$ cat src/rtl/mic_pkg.sv
// Shared widths and types for the MEMS microphone capture path.
package mic_pkg;

  localparam int SAMPLE_W  = 18;
  localparam int SLOT_BITS = 32;

  typedef logic [SAMPLE_W-1:0] sample_t;

  typedef struct packed {
    sample_t data;
    logic    right;
  } mic_word_t;

endpackage

$ cat src/rtl/mic_sample_fifo.sv
// Synchronous sample FIFO; a push into a full FIFO is accepted when a pop
// retires the head on the same cycle.
module mic_sample_fifo
  import mic_pkg::*;
#(
  parameter int DEPTH = 4
) (
  input  logic      clk,
  input  logic      reset,
  input  logic      push,
  input  mic_word_t push_word,
  input  logic      pop,
  output mic_word_t head,
  output logic      full,
  output logic      empty
);

  localparam int AW = $clog2(DEPTH);

  mic_word_t      mem [DEPTH];
  logic [AW:0]    wr_ptr;
  logic [AW:0]    rd_ptr;
  logic           do_push;
  logic           do_pop;

  // Extra pointer bit distinguishes full from empty when the indices match.
  assign empty   = (wr_ptr == rd_ptr);
  assign full    = (wr_ptr[AW] != rd_ptr[AW]) && (wr_ptr[AW-1:0] == rd_ptr[AW-1:0]);
  assign do_pop  = pop && !empty;
  assign do_push = push && (!full || do_pop);

  always_ff @(posedge clk or posedge reset) begin
    if (reset) begin
      wr_ptr <= '0;
      rd_ptr <= '0;
    end else begin
      if (do_push) wr_ptr <= wr_ptr + {{AW{1'b0}}, 1'b1};
      if (do_pop)  rd_ptr <= rd_ptr + {{AW{1'b0}}, 1'b1};
    end
  end

  always_ff @(posedge clk) begin
    if (do_push) mem[wr_ptr[AW-1:0]] <= push_word;
  end

  assign head = empty ? '0 : mem[rd_ptr[AW-1:0]];

endmodule

$ cat src/rtl/mic_capture_ctrl.sv
// I2S MEMS microphone sequencer: BCLK/WS generation, MSB-first capture, FIFO.
// Define MIC_STEREO_EN to keep both slots; the default build keeps left only.
module mic_capture_ctrl
  import mic_pkg::*;
#(
  parameter int CLK_DIV    = 8,
  parameter int FIFO_DEPTH = 4
) (
  input  logic                clk,
  input  logic                reset,
  input  logic                enable,
  input  logic                d_in,
  output logic                bclk,
  output logic                ws,
  output logic [SAMPLE_W-1:0] sample_data,
  output logic                sample_right,
  output logic                sample_valid,
  input  logic                sample_ready,
  output logic                overflow
);

  localparam int DIV_W = (CLK_DIV > 2) ? $clog2(CLK_DIV) : 1;
  localparam int BIT_W = $clog2(SLOT_BITS);
  localparam logic [DIV_W-1:0] DIV_LAST = DIV_W'(CLK_DIV - 1);
  localparam logic [BIT_W-1:0] BIT_LAST = BIT_W'(SLOT_BITS - 1);
  localparam logic [BIT_W-1:0] BIT_LSB  = BIT_W'(SAMPLE_W);

  logic [DIV_W-1:0]    div_cnt;
  logic [BIT_W-1:0]    bit_idx;
  logic [SAMPLE_W-2:0] sh;
  logic                div_wrap;
  logic                rise_stb;
  logic                fall_stb;
  logic                push_stb;
  logic                fifo_full;
  logic                fifo_empty;
  mic_word_t           push_word;
  mic_word_t           head;

  assign div_wrap = enable && (div_cnt == DIV_LAST);
  assign rise_stb = div_wrap && !bclk;
  assign fall_stb = div_wrap && bclk;

`ifdef MIC_STEREO_EN
  assign push_stb = rise_stb && (bit_idx == BIT_LSB);
`else
  assign push_stb = rise_stb && (bit_idx == BIT_LSB) && !ws;
`endif

  // The LSB is taken straight from d_in, so the shifter only holds the upper bits.
  always_comb begin
    push_word.data = {sh, d_in};
`ifdef MIC_STEREO_EN
    push_word.right = ws;
`else
    push_word.right = 1'b0;
`endif
  end

  always_ff @(posedge clk or posedge reset) begin
    if (reset) begin
      div_cnt <= '0;
      bclk    <= 1'b0;
      bit_idx <= '0;
      ws      <= 1'b0;
      sh      <= '0;
    end else if (!enable) begin
      div_cnt <= '0;
      bclk    <= 1'b0;
      bit_idx <= '0;
      ws      <= 1'b0;
      sh      <= '0;
    end else begin
      div_cnt <= div_wrap ? '0 : div_cnt + DIV_W'(1);
      if (div_wrap) bclk <= !bclk;
      if (fall_stb) begin
        if (bit_idx == BIT_LAST) begin
          bit_idx <= '0;
          ws      <= !ws;
        end else begin
          bit_idx <= bit_idx + BIT_W'(1);
        end
      end
      // Bit 0 of each slot is the previous word's tail; sampling starts at bit 1.
      if (rise_stb && (bit_idx != '0) && (bit_idx <= BIT_LSB))
        sh <= {sh[SAMPLE_W-3:0], d_in};
    end
  end

  always_ff @(posedge clk or posedge reset) begin
    if (reset)
      overflow <= 1'b0;
    else if (push_stb && fifo_full && !sample_ready)
      overflow <= 1'b1;
  end

  mic_sample_fifo #(
    .DEPTH(FIFO_DEPTH)
  ) u_fifo (
    .clk      (clk),
    .reset    (reset),
    .push     (push_stb),
    .push_word(push_word),
    .pop      (sample_ready),
    .head     (head),
    .full     (fifo_full),
    .empty    (fifo_empty)
  );

  assign sample_valid = !fifo_empty;
  assign sample_data  = head.data;
  assign sample_right = head.right;

endmodule

$ cat config.mk
export PLATFORM = sky130hd
export DESIGN_NAME = mic_capture_ctrl
export DESIGN_NICKNAME = d
export VERILOG_FILES = /design/src/rtl/mic_pkg.sv /design/src/rtl/mic_sample_fifo.sv /design/src/rtl/mic_capture_ctrl.sv
export SDC_FILE = /design/constraint.sdc
export NUM_CORES = 1
export LEC_CHECK = 0
export BUFFER_PORTS_ARGS = -buffer_cell sky130_fd_sc_hd__buf_4
export CAP_MARGIN = 20
export CORE_MARGIN = 2
export CORE_UTILIZATION = 34
export DETAILED_ROUTE_END_ITERATION = 10
export GPL_TIMING_DRIVEN = 1
export SETUP_SLACK_MARGIN = 0.05
export SLEW_MARGIN = 20
export SYNTH_ARGS = -nofsm -noshare
export SYNTH_HDL_FRONTEND = slang
export SYNTH_SLANG_ARGS = --single-unit
export TNS_END_PERCENT = 5
$ cat constraint.sdc
create_clock -name clk -period 4 [get_ports clk]
set_clock_uncertainty 0.1 [all_clocks]
set_input_delay 0.8 -clock clk [delete_from_list [all_inputs] [get_ports clk]]
set_output_delay 0.8 -clock clk [all_outputs]
set_load 0.01 [all_outputs]
# Word-level counts from Yosys, hierarchy flattened
# Memory sizes are Yosys's and may differ from the RTL's.
# Index checks and enable logic that the tools add are counted.
# word_totals
wordCells	59
mem_count	1
ff_bits	34
output_inout_bits	23
ram_bits	72
# memory_table
name	depth	word_bits	read_ports	rd_ports_with_merged_regs	write_ports	line_no	text
u_fifo.mem	4	18	1	0	1	mic_sample_fifo.sv:20	mic_word_t mem [DEPTH];
# op_classes
magnitude_cmp	1
reduce_logical	20
mux	15
add_sub_neg	4
eq_ne	10
# op_table
cell	n
$mux 17	2
$mux 19	1
$mux 5	3
$logic_and 1x1->1	12
$eq 5x5->1 const B	2
$add 3x1->3 const B	3
$ne 2x1->1 const B	4
$mux 1	7
$mux 3	2
$add 5x1->5 const B	1
$le 5x5->1 const B	1
$logic_not 1->1	5
$reduce_bool 5->1	1
$eq 3x3->1	1
$eq 3x3->1 const B	1
$eq 2x2->1	1
$reduce_and 2->1	1
$logic_or 1x1->1	1
$ne 1x1->1	1

# Logic depth before layout (Yosys ltp)
# Gate-level depths: netlist (run 1).
# depth
ltp_word	8
mapped_depth	9
depth_no_buf	6

# Cells and area by module
# A second synthesis (run 1) with hierarchy kept.
# hier_totals
hier_cells	274
hier_area_um2	4669.5
# by_module_without_submodules
mod	area_each_um2	n_inst	cells_per_inst	seq_area_each_um2
mic_sample_fifo	3285.7	1	156	2432.3
mic_capture_ctrl	1383.8	1	118	700.7

# Least setup slack after synthesis (run 1)
# Ideal clock, no wire load.
# synth_path
path_kind	flip-flop to output port
startpoint	reg u_fifo.rd_ptr[0]
endpoint	out sample_data[8]
t_required_ps	3100
stages_incl_launch_ff	5
arrival_time_ps	1420
setup_slack_ps	1680
path_cell_list	dfrtp_1 > buf_6 > buf_12 > mux4_1 > and2_1
# synth_between
elab_chain_len	2
elab_cells_between_ends	3
cone_classes	eq/ne: 1; mux: 1; memory: 1
# synth_rtl
item	line_no	text
start, declared	mic_sample_fifo.sv:22	logic [AW:0] rd_ptr;
start signal, assigned	mic_sample_fifo.sv:38	if (do_pop) rd_ptr <= rd_ptr + {{AW{1'b0}}, 1'b1};
$mem_v2 4x18 / $eq 3x3->1 (equally long branches)	-	
$mux 19 *	mic_sample_fifo.sv:46	assign head = empty ? '0 : mem[rd_ptr[AW-1:0]];
end, declared	mic_capture_ctrl.sv:15	output logic [SAMPLE_W-1:0] sample_data,
# Mark *: on every way between the ends. The rest lies on a longest branch, timed or not.

# Worst setup path after layout (run 1)
# layout_path
startpoint	reg u_fifo.rd_ptr[1]
endpoint	out sample_data[17]
# The elaborated chain is that of the path after synthesis.

==> results of run 1 <==
==> critical path: cells and delay by family, from the launching register on <==
family / cells / cell delay (ns)
xor gates and xnor gates: 1 / 0.24
DFF: 1 / 0.36
buffers and inverters: 2 / 0.38
and+or+nand+nor: 2 / 0.96
==> power by group <==
part	internal [W]	leakage [nW]	switching (W)
Clock	0.000439	0.145	0.000410
Sequential	0.00118	1.00	0.0000114
Combinational	0.000292	0.606	0.000273
==> path summary, 6_finish.rpt <==
| path | depth (start not counted) | startpoint | end | slack [ns] |
|---|---|---|---|---|
| worst max-delay path | 5 | u_fifo.rd_ptr[1] | sample_data[17] | 0.82 |
| worst min-delay path | 1 | div_cnt[0] | div_cnt[0] | 0.35 |
| worst max register to register | 6 | div_cnt[0] | u_fifo.mem[1][17] | 1.27 |
| worst min register to register | 1 | div_cnt[0] | div_cnt[0] | 0.35 |
| max in group asynchronous | 3 | reset | sh[8] | 3.02 |
| min in group asynchronous | 3 | reset | bit_idx[3] | 0.45 |
==> logic make-up (layout without fill, tap and decap cells) <==
family	after synthesis	after routing	share of synthesized area (%)
compound gates	46	46	8.03
xor+xnor	10	10	1.88
fa+ha+maj	11	11	2.96
buf+inv	24	52	3.65
flops	106	106	64.7
mux	20	20	9.43
other cells	1	1	0.0805
simple gates	66	66	9.27
==> state kept, by name, indices dropped and copies added, names as in the netlist <==
name / cells
u_fifo.mem: 72
sh: 17
bit_idx: 5
div_cnt: 3
u_fifo.rd_ptr: 3
u_fifo.wr_ptr: 3
bclk: 1
overflow: 1
ws: 1
==> metal layers <==
layer | vias up | global-route usage, % | part of all wire, %
li1 | 1112 | - | -
met1 | 1181 | 16.6 | 48
met2 | 30 | 19.1 | 47
met3 | 7 | 3.01 | 3.5
met4 | 0 | 3.27 | 0.96
met5 | - | 0 | 0
==> cell type report <==
cell class	count	area (sq um)
fillers	1223	8050
clock buffers	9	225
inverters	7	26.3
well taps	176	220
multi-input cells	154	1470
repair buffers	29	218
clock inverters	7	67.6
flip-flops and latches	106	3010
==> layout by cell type, fill, tap and decap left out, types with 2 or more instances in the layout <==
master / synthesis / layout
xor2_1: 3 / 3
xnor2_1: 7 / 7
o21ai_0: 9 / 9
inv_6: 0 / 3
ha_1: 11 / 11
inv_1: 7 / 7
clkbuf_16: 0 / 9
and2_1: 25 / 25
o21ai_1: 10 / 10
edfxtp_1: 72 / 72
mux4_2: 15 / 15
dfrtp_1: 34 / 34
a21boi_2: 10 / 10
a21boi_0: 11 / 11
mux4_1: 3 / 3
nand2_1: 4 / 4
buf_4: 1 / 29
nand3_1: 21 / 21
and3b_1: 2 / 2
==> metrics by stage <==
| step | setup WS, ns | hold WS (ns) | instances | power [W] | util (%) |
|---|---|---|---|---|---|
| 3_5_place_dp | 1.04 | 0.337 | 472 | 0.00180 | 37.2 |
| 4_1_cts | 0.700 | 0.347 | 488 | 0.00265 | 39.4 |
| 3_3_place_gp | 1.09 | 0.326 | 472 | 0.00179 | 37.2 |
| 6_report | 0.819 | 0.346 | 488 | 0.00260 | 39.4 |
| 5_1_grt | 0.595 | 0.379 | 488 | 0.00273 | 39.4 |
| 2_1_floorplan | 1.68 | 0.314 | 284 | 0.00160 | - |
==> qor.csv, run 1 <==
metric,value,unit
status,completed,
start_kind,register,
drv_cap,0,
layout.nets,323,
synthTopCellsByArea,"edfxtp_1 (46%), dfrtp_1 (18%), mux4_2 (7.3%)",
ctsHtreeMaxLevel,3,
slowest_delay,0.58,ns
rsz0062_at_grt,no,
ys_warn_count,0,
holdBufCountCts,0,
grt-ovfl-total,0,
wire_per_inst,16.5,um
synth_top_area_cell,edfxtp_1,
synth-async-reset-ratio,32.1,%
worst_pin_slew,0.943,ns
cts_tree,done,
cts_resized,0,
crit_slowest_cell,nand3b_1,
postPlaceCellArea,4950,sq um
slew_headroom,37.1,%
portBuffers,26,
hold_path_class,register to register,
synth-seq-cells,106,
dp_hpwl,5.28,mm
core-area,13300,sq um
ios,28,
row_count,42,
synth_edf_count,72,
required,3.10,ns
die_y,121,um
drt_iter0_drc,123,
report.final.hold_viol_count,0,
peakVddDrop,241,uV
clk_pin_slew_worst_paths,0.07,ns
slew_viol_final,0,
syn_area,4660,sq um
drt_wl_total,8.06,mm
syn_area_per_cell,16.4,sq um
cts_root_buf,clkbuf_16,
finalSetupViolCount,0,
design_area,5240,sq um
firstDrtPassIters,4,
die_w,121,um
cp_cell_sequence,buf_4 -> xnor2_1 -> nand3b_1 -> and2_1 -> buf_4,
ant_nets,0,
synth_ff_type,edfxtp_1,
gp_routability_congestion,0.731,
grt_pass1_vias,2508,
syn-num-nets,300,
period_minus_slack,3.18,ns
vias_per_cell,4.77,
arrival,2.28,ns
postCtsSetupBuffers,0,
grt_max_degree,35,
power.leakage,1.75,nW
grt.total_usage,12.1,%
antenna_cells,0,
worstSkewPairLatency,0.34,ns
dieArea,14600,sq um
grt_pass1_wl,13.6,mm
critPathMaxFanout,21,
synth_cells,284,
drc,0,
crit_top_cell,buf_4,
fmax,0.314,GHz
area_growth,12.6,%
critPathCaptureType,primary output,
period_share,79.5,%
vias,2330,
ys_seq_area_share,64.7,%
yosysTopAreaCellShare,46.4,%
start_util,35.0,%
p_per_area,497,nW/um^2
drive_gt1_share,26.0,%
antenna_found_initial,0,
cts_buffers,9,
clockBufferDepth,2,
synth_cell_type_count,45,
crit_type,register to primary output,
clock_sinks,106,
yosysMostFrequentCell,edfxtp_1,
synth_common_cells,"edfxtp_1 (72), dfrtp_1 (34), and2_1 (25)",
tns,0,ns
Note: power is estimated with default switching activity, not from simulation.
==> inputs of run 2 (changes only) <==
--- a/config.mk
+++ b/config.mk
@@ -5,6 +5,7 @@
 export SDC_FILE = /design/constraint.sdc
 export NUM_CORES = 1
 export LEC_CHECK = 0
+export ABC_AREA = 1
 export BUFFER_PORTS_ARGS = -buffer_cell sky130_fd_sc_hd__buf_4
 export CAP_MARGIN = 20
 export CORE_MARGIN = 2
==> constraint.sdc (replaced) <==
create_clock -name clk -period 3.03 [get_ports clk]
set_clock_uncertainty 0.1 [all_clocks]
set_input_delay 0.606 -clock clk [delete_from_list [all_inputs] [get_ports clk]]
set_output_delay 0.606 -clock clk [all_outputs]
set_load 0.01 [all_outputs]
==> run 2 against run 1 <==
Non-clock buffer count up 5. Synthesized cell count rose by 52%. Combinational power grew 120%. Total power increased by 51%. Register-to-register slack lost 0.56 ns. Setup slack got worse by 0.42 ns. Core utilization rose by 0.11 points. Count of clock-buffer cells in the layout up 1. Via count rose by 27%. Largest cell class unchanged. Largest power group unchanged.
==> qor.csv, run 2 <==
metric,value,unit,change
synth-async-reset-ratio,32.1,%,unchanged
slew_headroom,52.8,%,+16 points
wire_per_inst,13.7,um,-17%
worst_pin_slew,0.705,ns,-0.238 ns
firstDrtPassIters,4,,unchanged
grt_pass1_vias,2795,,+11%
grt_max_degree,39,,+11%
setup_ws,0.400,ns,-0.419 ns
critPathMaxFanout,23,,+9.5%
synth_edf_count,72,,unchanged
drive_gt1_share,16.2,%,-9.8 points
p_per_area,750,nW/um^2,+51%
fill_cells,1310,,+7.1%
crit_type,register to primary output,,
peakVddDrop,298,uV,+24%
holdWs,0.262,ns,-0.0838 ns
dieArea,14600,sq um,-0.26%
die_w,121,um,-0.13%
syn_area,4640,sq um,-0.27%
ant_nets,0,,unchanged
period_share,86.8,%,
final_cell_mix,"nand2_1 (79), edfxtp_1 (72), inv_1 (57)",,
reg2reg_depth,7,,+1
dpl_worst_slack,0.584,ns,-0.460 ns
regToRegSetupSlack,0.71,ns,-0.56 ns
hold_path_class,input port to async pin,,
grt.total_usage,13.0,%,+0.91 points
drt_iter0_drc,179,,+46%
vias_per_cell,4.64,,-2.8%
synth_cell_type_count,27,,-40%
ys_warn_count,0,,unchanged
row_count,42,,unchanged
largest_register_ffs,72,,unchanged
synth_cells,432,,+52%
yosysMostFrequentCell,nand2_1,,
antenna_found_initial,0,,unchanged
clock_sinks,106,,unchanged
dp_hpwl,5.45,mm,+3.3%
finalSetupViolCount,0,,unchanged
cts_root_buf,clkbuf_16,,
drc,0,,unchanged
synthTopCellsByArea,"edfxtp_1 (47%), dfrtp_1 (18%), nand2_1 (6.4%)",,
worstSkewPairLatency,0.34,ns,about the same
fin_cells,639,,+31%
grt_pass1_wl,14.8,mm,+8.5%
final_common_cell,nand2_1,,
worstReg2RegEnd,u_fifo.mem[3][2],,
synth-seq-cells,106,,unchanged
area_growth,13.2,%,
clockBufferDepth,2,,unchanged
arrival,1.92,ns,-0.36 ns
required,2.32,ns,-0.78 ns
vias,2967,,+27%
drt_wl_total,8.73,mm,+8.4%
core-area,13300,sq um,unchanged
slew_viol_final,0,,unchanged
status,completed,,
portBuffers,26,,unchanged
yosysTopAreaCellShare,46.6,%,+0.13 points
tns,0,ns,unchanged
layout.nets,474,,+47%
start_util,34.9,%,-0.094 points
cts_resized,0,,unchanged
ios,28,,unchanged
postCtsSetupBuffers,0,,unchanged
period_minus_slack,2.63,ns,
synth_common_cells,"nand2_1 (79), edfxtp_1 (72), inv_1 (57)",,
rsz0062_at_grt,no,,
syn_area_per_cell,10.8,sq um,-34%
cts_tree,done,,
ctsHtreeMaxLevel,3,,unchanged
fmax,0.380,GHz,
grt-ovfl-total,0,,unchanged
gp_routability_congestion,0.743,,+1.6%
power.leakage,2.36,nW,+34%
antenna_cells,0,,unchanged
start_kind,register,,
cts_buffers,9,,unchanged
syn-num-nets,448,,+49%
synth_top_area_cell,edfxtp_1,,
placed_cells,623,,+32%
critPathCaptureType,primary output,,
die_y,121,um,-0.13%
holdBufCountCts,0,,unchanged
synth_ff_type,edfxtp_1,,
r2r_start,div_cnt[0],,
ys_seq_area_share,64.9,%,+0.17 points
drv_cap,0,,unchanged
report.final.hold_viol_count,0,,unchanged
clk_pin_slew_worst_paths,0.08,ns,about the same
[run 2: critical path, stage by stage, from the launching register on]
cell     delay [ns]
dfrtp_1        0.43
inv_2          0.17
nand2_1        0.10
nand2_1        0.06
nor2_2         0.16
nand2_2        0.29
nand2_1        0.18
inv_1          0.05
buf_4          0.14
[run 2: worst max-delay path by stage]
stage / end / cells after the start / startpoint / slack (ns)
2_1_floorplan: u_fifo.mem[0][0] / 6 / div_cnt[0] / 0.59
3_3_place_gp: u_fifo.mem[2][0] / 6 / enable / 0.59
3_5_place_dp: u_fifo.mem[3][0] / 6 / enable / 0.58
4_1_cts: sample_data[6] / 8 / u_fifo.rd_ptr[1] / 0.33
5_1_grt: sample_data[16] / 8 / u_fifo.rd_ptr[1] / 0.19
6_report: sample_data[16] / 8 / u_fifo.rd_ptr[1] / 0.40
[run 2: final cells by class]
class | instances | area (sq um) | share of cell area [%]
Clock buffer | 10 | 229 | 4.35
Clock inverter | 6 | 42.5 | 0.809
Inverter | 59 | 221 | 4.21
Multi-Input combinational cell | 248 | 1280 | 24.3
Sequential cell | 106 | 3010 | 57.3
Tap cell | 176 | 220 | 4.19
Timing Repair Buffer | 34 | 255 | 4.85
[run 2: where the power goes]
part           internal [W]  switching (W)  leakage (nW)
Clock              0.000560       0.000521         0.129
Sequential          0.00156      0.0000292          1.17
Combinational      0.000497       0.000773          1.06
[run 2: per-layer routing]
layer	global-route usage [%]	share of wire (%)	wire, um	up-vias
li1	-	-	-	1483
met1	18.2	49	4290	1431
met2	20.3	46	4040	47
met3	2.26	3.5	309	6
met4	4.58	1.0	88	0
met5	0	0	0	-
[run 2: stage by stage]
stage               total power (W)  instance area [sq um]  utilization, %
detailed placement          0.00293                   4990            37.5
floorplan                   0.00246                   4640               -
finish                      0.00394                   5260            39.6
CTS                         0.00399                   5260            39.6
global route                0.00420                   5260            39.6
global placement            0.00291                   4990            37.5
[run 2: cells by family after synthesis]
logic type               after synthesis  synth area share (%)
AO/OA/AOI/OAI                         78                  10.3
buffers and inverters                 78                  7.62
flip-flops                           106                  64.9
XOR/XNOR                               2                 0.377
other                                  1                0.0807
AND/OR/NAND/NOR                      156                  13.7
adder cells (fa/ha/maj)               11                  2.96
==> inputs of run 3 (changes only) <==
--- a/config.mk
+++ b/config.mk
@@ -9,11 +9,11 @@
 export BUFFER_PORTS_ARGS = -buffer_cell sky130_fd_sc_hd__buf_4
 export CAP_MARGIN = 20
 export CORE_MARGIN = 2
-export CORE_UTILIZATION = 34
+export CORE_UTILIZATION = 54
 export DETAILED_ROUTE_END_ITERATION = 10
 export GPL_TIMING_DRIVEN = 1
+export PLACE_DENSITY = 0.75
 export SETUP_SLACK_MARGIN = 0.05
-export SLEW_MARGIN = 20
 export SYNTH_ARGS = -nofsm -noshare
 export SYNTH_HDL_FRONTEND = slang
 export SYNTH_SLANG_ARGS = --single-unit
==> constraint.sdc (replaced) <==
create_clock -name clk -period 2.12 [get_ports clk]
set_clock_uncertainty 0.1 [all_clocks]
set_input_delay 0.424 -clock clk [delete_from_list [all_inputs] [get_ports clk]]
set_output_delay 0.424 -clock clk [all_outputs]
set_load 0.01 [all_outputs]
==> run 3 against run 2 <==
The run now ends with setup timing left. Count of clock-buffer cells in the layout up 1. Sequential power up 44%. Non-clock buffer count up 12. Clock power up 13%. Sequential cell count unchanged. Routed wire length up 1.2%. Critical path depth down 2.
==> qor.csv, run 3 (synthesis gave the netlist of run 2 again) <==
metric,value,unit,change
dieArea,9360,sq um,-36%
grt.total_usage,19.8,%,+6.8 points
antenna_cells,0,,unchanged
fmax,0.448,GHz,
power.leakage,2.42,nW,+2.8%
fill_cells,616,,-53%
layout.nets,488,,+3.0%
design_area,5430,sq um,+3.3%
clk_pin_slew_worst_paths,0.10,ns,+0.02 ns
holdBufCountCts,0,,unchanged
ctsHtreeMaxLevel,3,,unchanged
slowest_delay,0.46,ns,+0.03 ns
vias_per_cell,5.30,,+14%
period_minus_slack,2.23,ns,
cts_tree,done,,
postPlaceCellArea,5020,sq um,+0.58%
gp_routability_congestion,0.791,,+6.5%
cts_buffers,9,,unchanged
core-area,8260,sq um,-38%
dp_hpwl,5.33,mm,-2.1%
start_util,56.2,%,+21 points
clock_sinks,106,,unchanged
cts_root_buf,clkbuf_8,,
critPathCaptureType,primary output,,
rsz0062_at_grt,yes,,
cp_cell_sequence,buf_4 -> o21ai_0 -> o22ai_1 -> nand2_4 -> inv_2 -> buf_6,,
violations,setup timing,,
drc,0,,unchanged
drt_wl_total,8.84,mm,+1.2%
die_w,96.7,um,-20%
row_count,33,,-21%
finalSetupViolCount,18,,+18
fin_cells,582,,-8.9%
holdWs,0.0580,ns,-0.204 ns
grt_max_degree,35,,-10%
area_growth,16.9,%,
crit_slowest_cell,dfrtp_2,,
peakVddDrop,362,uV,+22%
drt_iter0_drc,216,,+21%
portBuffers,26,,unchanged
status,finished with violations,,
p_per_area,1090,nW/um^2,+45%
report.final.hold_viol_count,0,,unchanged
critPathMaxFanout,20,,-13%
drv_cap,0,,unchanged
drive_gt1_share,26.6,%,+10 points
placed_cells,558,,-10%
power,0.00592,W,+50%
antenna_found_initial,0,,unchanged
setup_ws,-0.110,ns,-0.511 ns
die_y,96.7,um,-20%
largest_register_ffs,72,,unchanged
slew_viol_final,0,,unchanged
grt_pass1_vias,3002,,+7.4%
hold_path_class,input port to async pin,,
worstSkewPairLatency,0.35,ns,about the same
final_common_cell,edfxtp_1,,
vias,3086,,+4.0%
crit_type,register to primary output,,
period_share,105,%,
final_cell_mix,"edfxtp_1 (72), nand2_1 (58), inv_1 (46), nor2_1 (46), o21ai_0 (40)",,
clockBufferDepth,2,,unchanged
reg2reg_depth,9,,+2
wire_per_inst,15.2,um,+11%
ios,28,,unchanged
ant_nets,0,,unchanged
grt_pass1_wl,14.6,mm,-0.75%
grt-ovfl-total,0,,unchanged
arrival,1.71,ns,-0.21 ns
required,1.60,ns,-0.72 ns
start_kind,register,,
firstDrtPassIters,4,,unchanged
## run 3: cell type report
cell class / count / area (sq um) / area share [%]
clock buffers: 11 / 131 / 2.42
flip-flops and latches: 106 / 3020 / 55.5
repair buffers: 46 / 483 / 8.89
well taps: 105 / 131 / 2.42
multi-input cells: 250 / 1380 / 25.4
clock inverters: 5 / 65.1 / 1.20
inverters: 59 / 224 / 4.12
## run 3: repair_timing
action                     CTS  global route
resized for setup           33            28
pin swaps                   17             8
setup endpoints to repair   19            91
buffers inserted             5             1
cloned                       2             0
## run 3: final timing paths
kind / endpoint / slack [ns] / startpoint
min: u_fifo.rd_ptr[2] / 0.06 / reset
min in group clk: u_fifo.mem[3][0] / 0.19 / d_in
max reg2reg: u_fifo.mem[0][13] / 0.18 / u_fifo.rd_ptr[0]
max: sample_data[8] / -0.11 / u_fifo.rd_ptr[0]
min reg2reg: div_cnt[0] / 0.34 / div_cnt[0]
max in group asynchronous: sh[1] / 1.53 / reset
## run 3: routing by layer
metal	wire [um]	GRT usage, %	up-vias
met5	0	0	-
met4	116	6.50	0
met3	399	3.90	10
met2	4460	32.3	72
met1	3860	26.9	1495
li1	-	-	1509
## run 3: critical path: cells and delay by family, from the launching register on
| family | cells | cell delay (ns) |
|---|---|---|
| flip-flops | 1 | 0.46 |
| buffers and inverters | 3 | 0.41 |
| AO/OA/AOI/OAI | 2 | 0.40 |
| AND/OR/NAND/NOR | 1 | 0.09 |
## run 3: stage by stage
stage / TNS (ns) / utilization, % / worst slack (ns)
finish: -0.760 / 65.8 / -0.110
floorplan: -3.92 / - / -0.0545
detailed placement: 0 / 60.7 / 0.0850
global route: -2.94 / 65.8 / -0.207
global placement: 0 / 60.7 / 0.0881
CTS: -1.02 / 64.9 / -0.0720
## run 3: power by group
group / leakage (nW) / switching (W) / total, W / internal [W]
Sequential: 1.17 / 0.0000587 / 0.00229 / 0.00223
Combinational: 1.16 / 0.00136 / 0.00241 / 0.00105
Clock: 0.0917 / 0.000660 / 0.00122 / 0.000558
Total: 2.42 / 0.00208 / 0.00592 / 0.00385
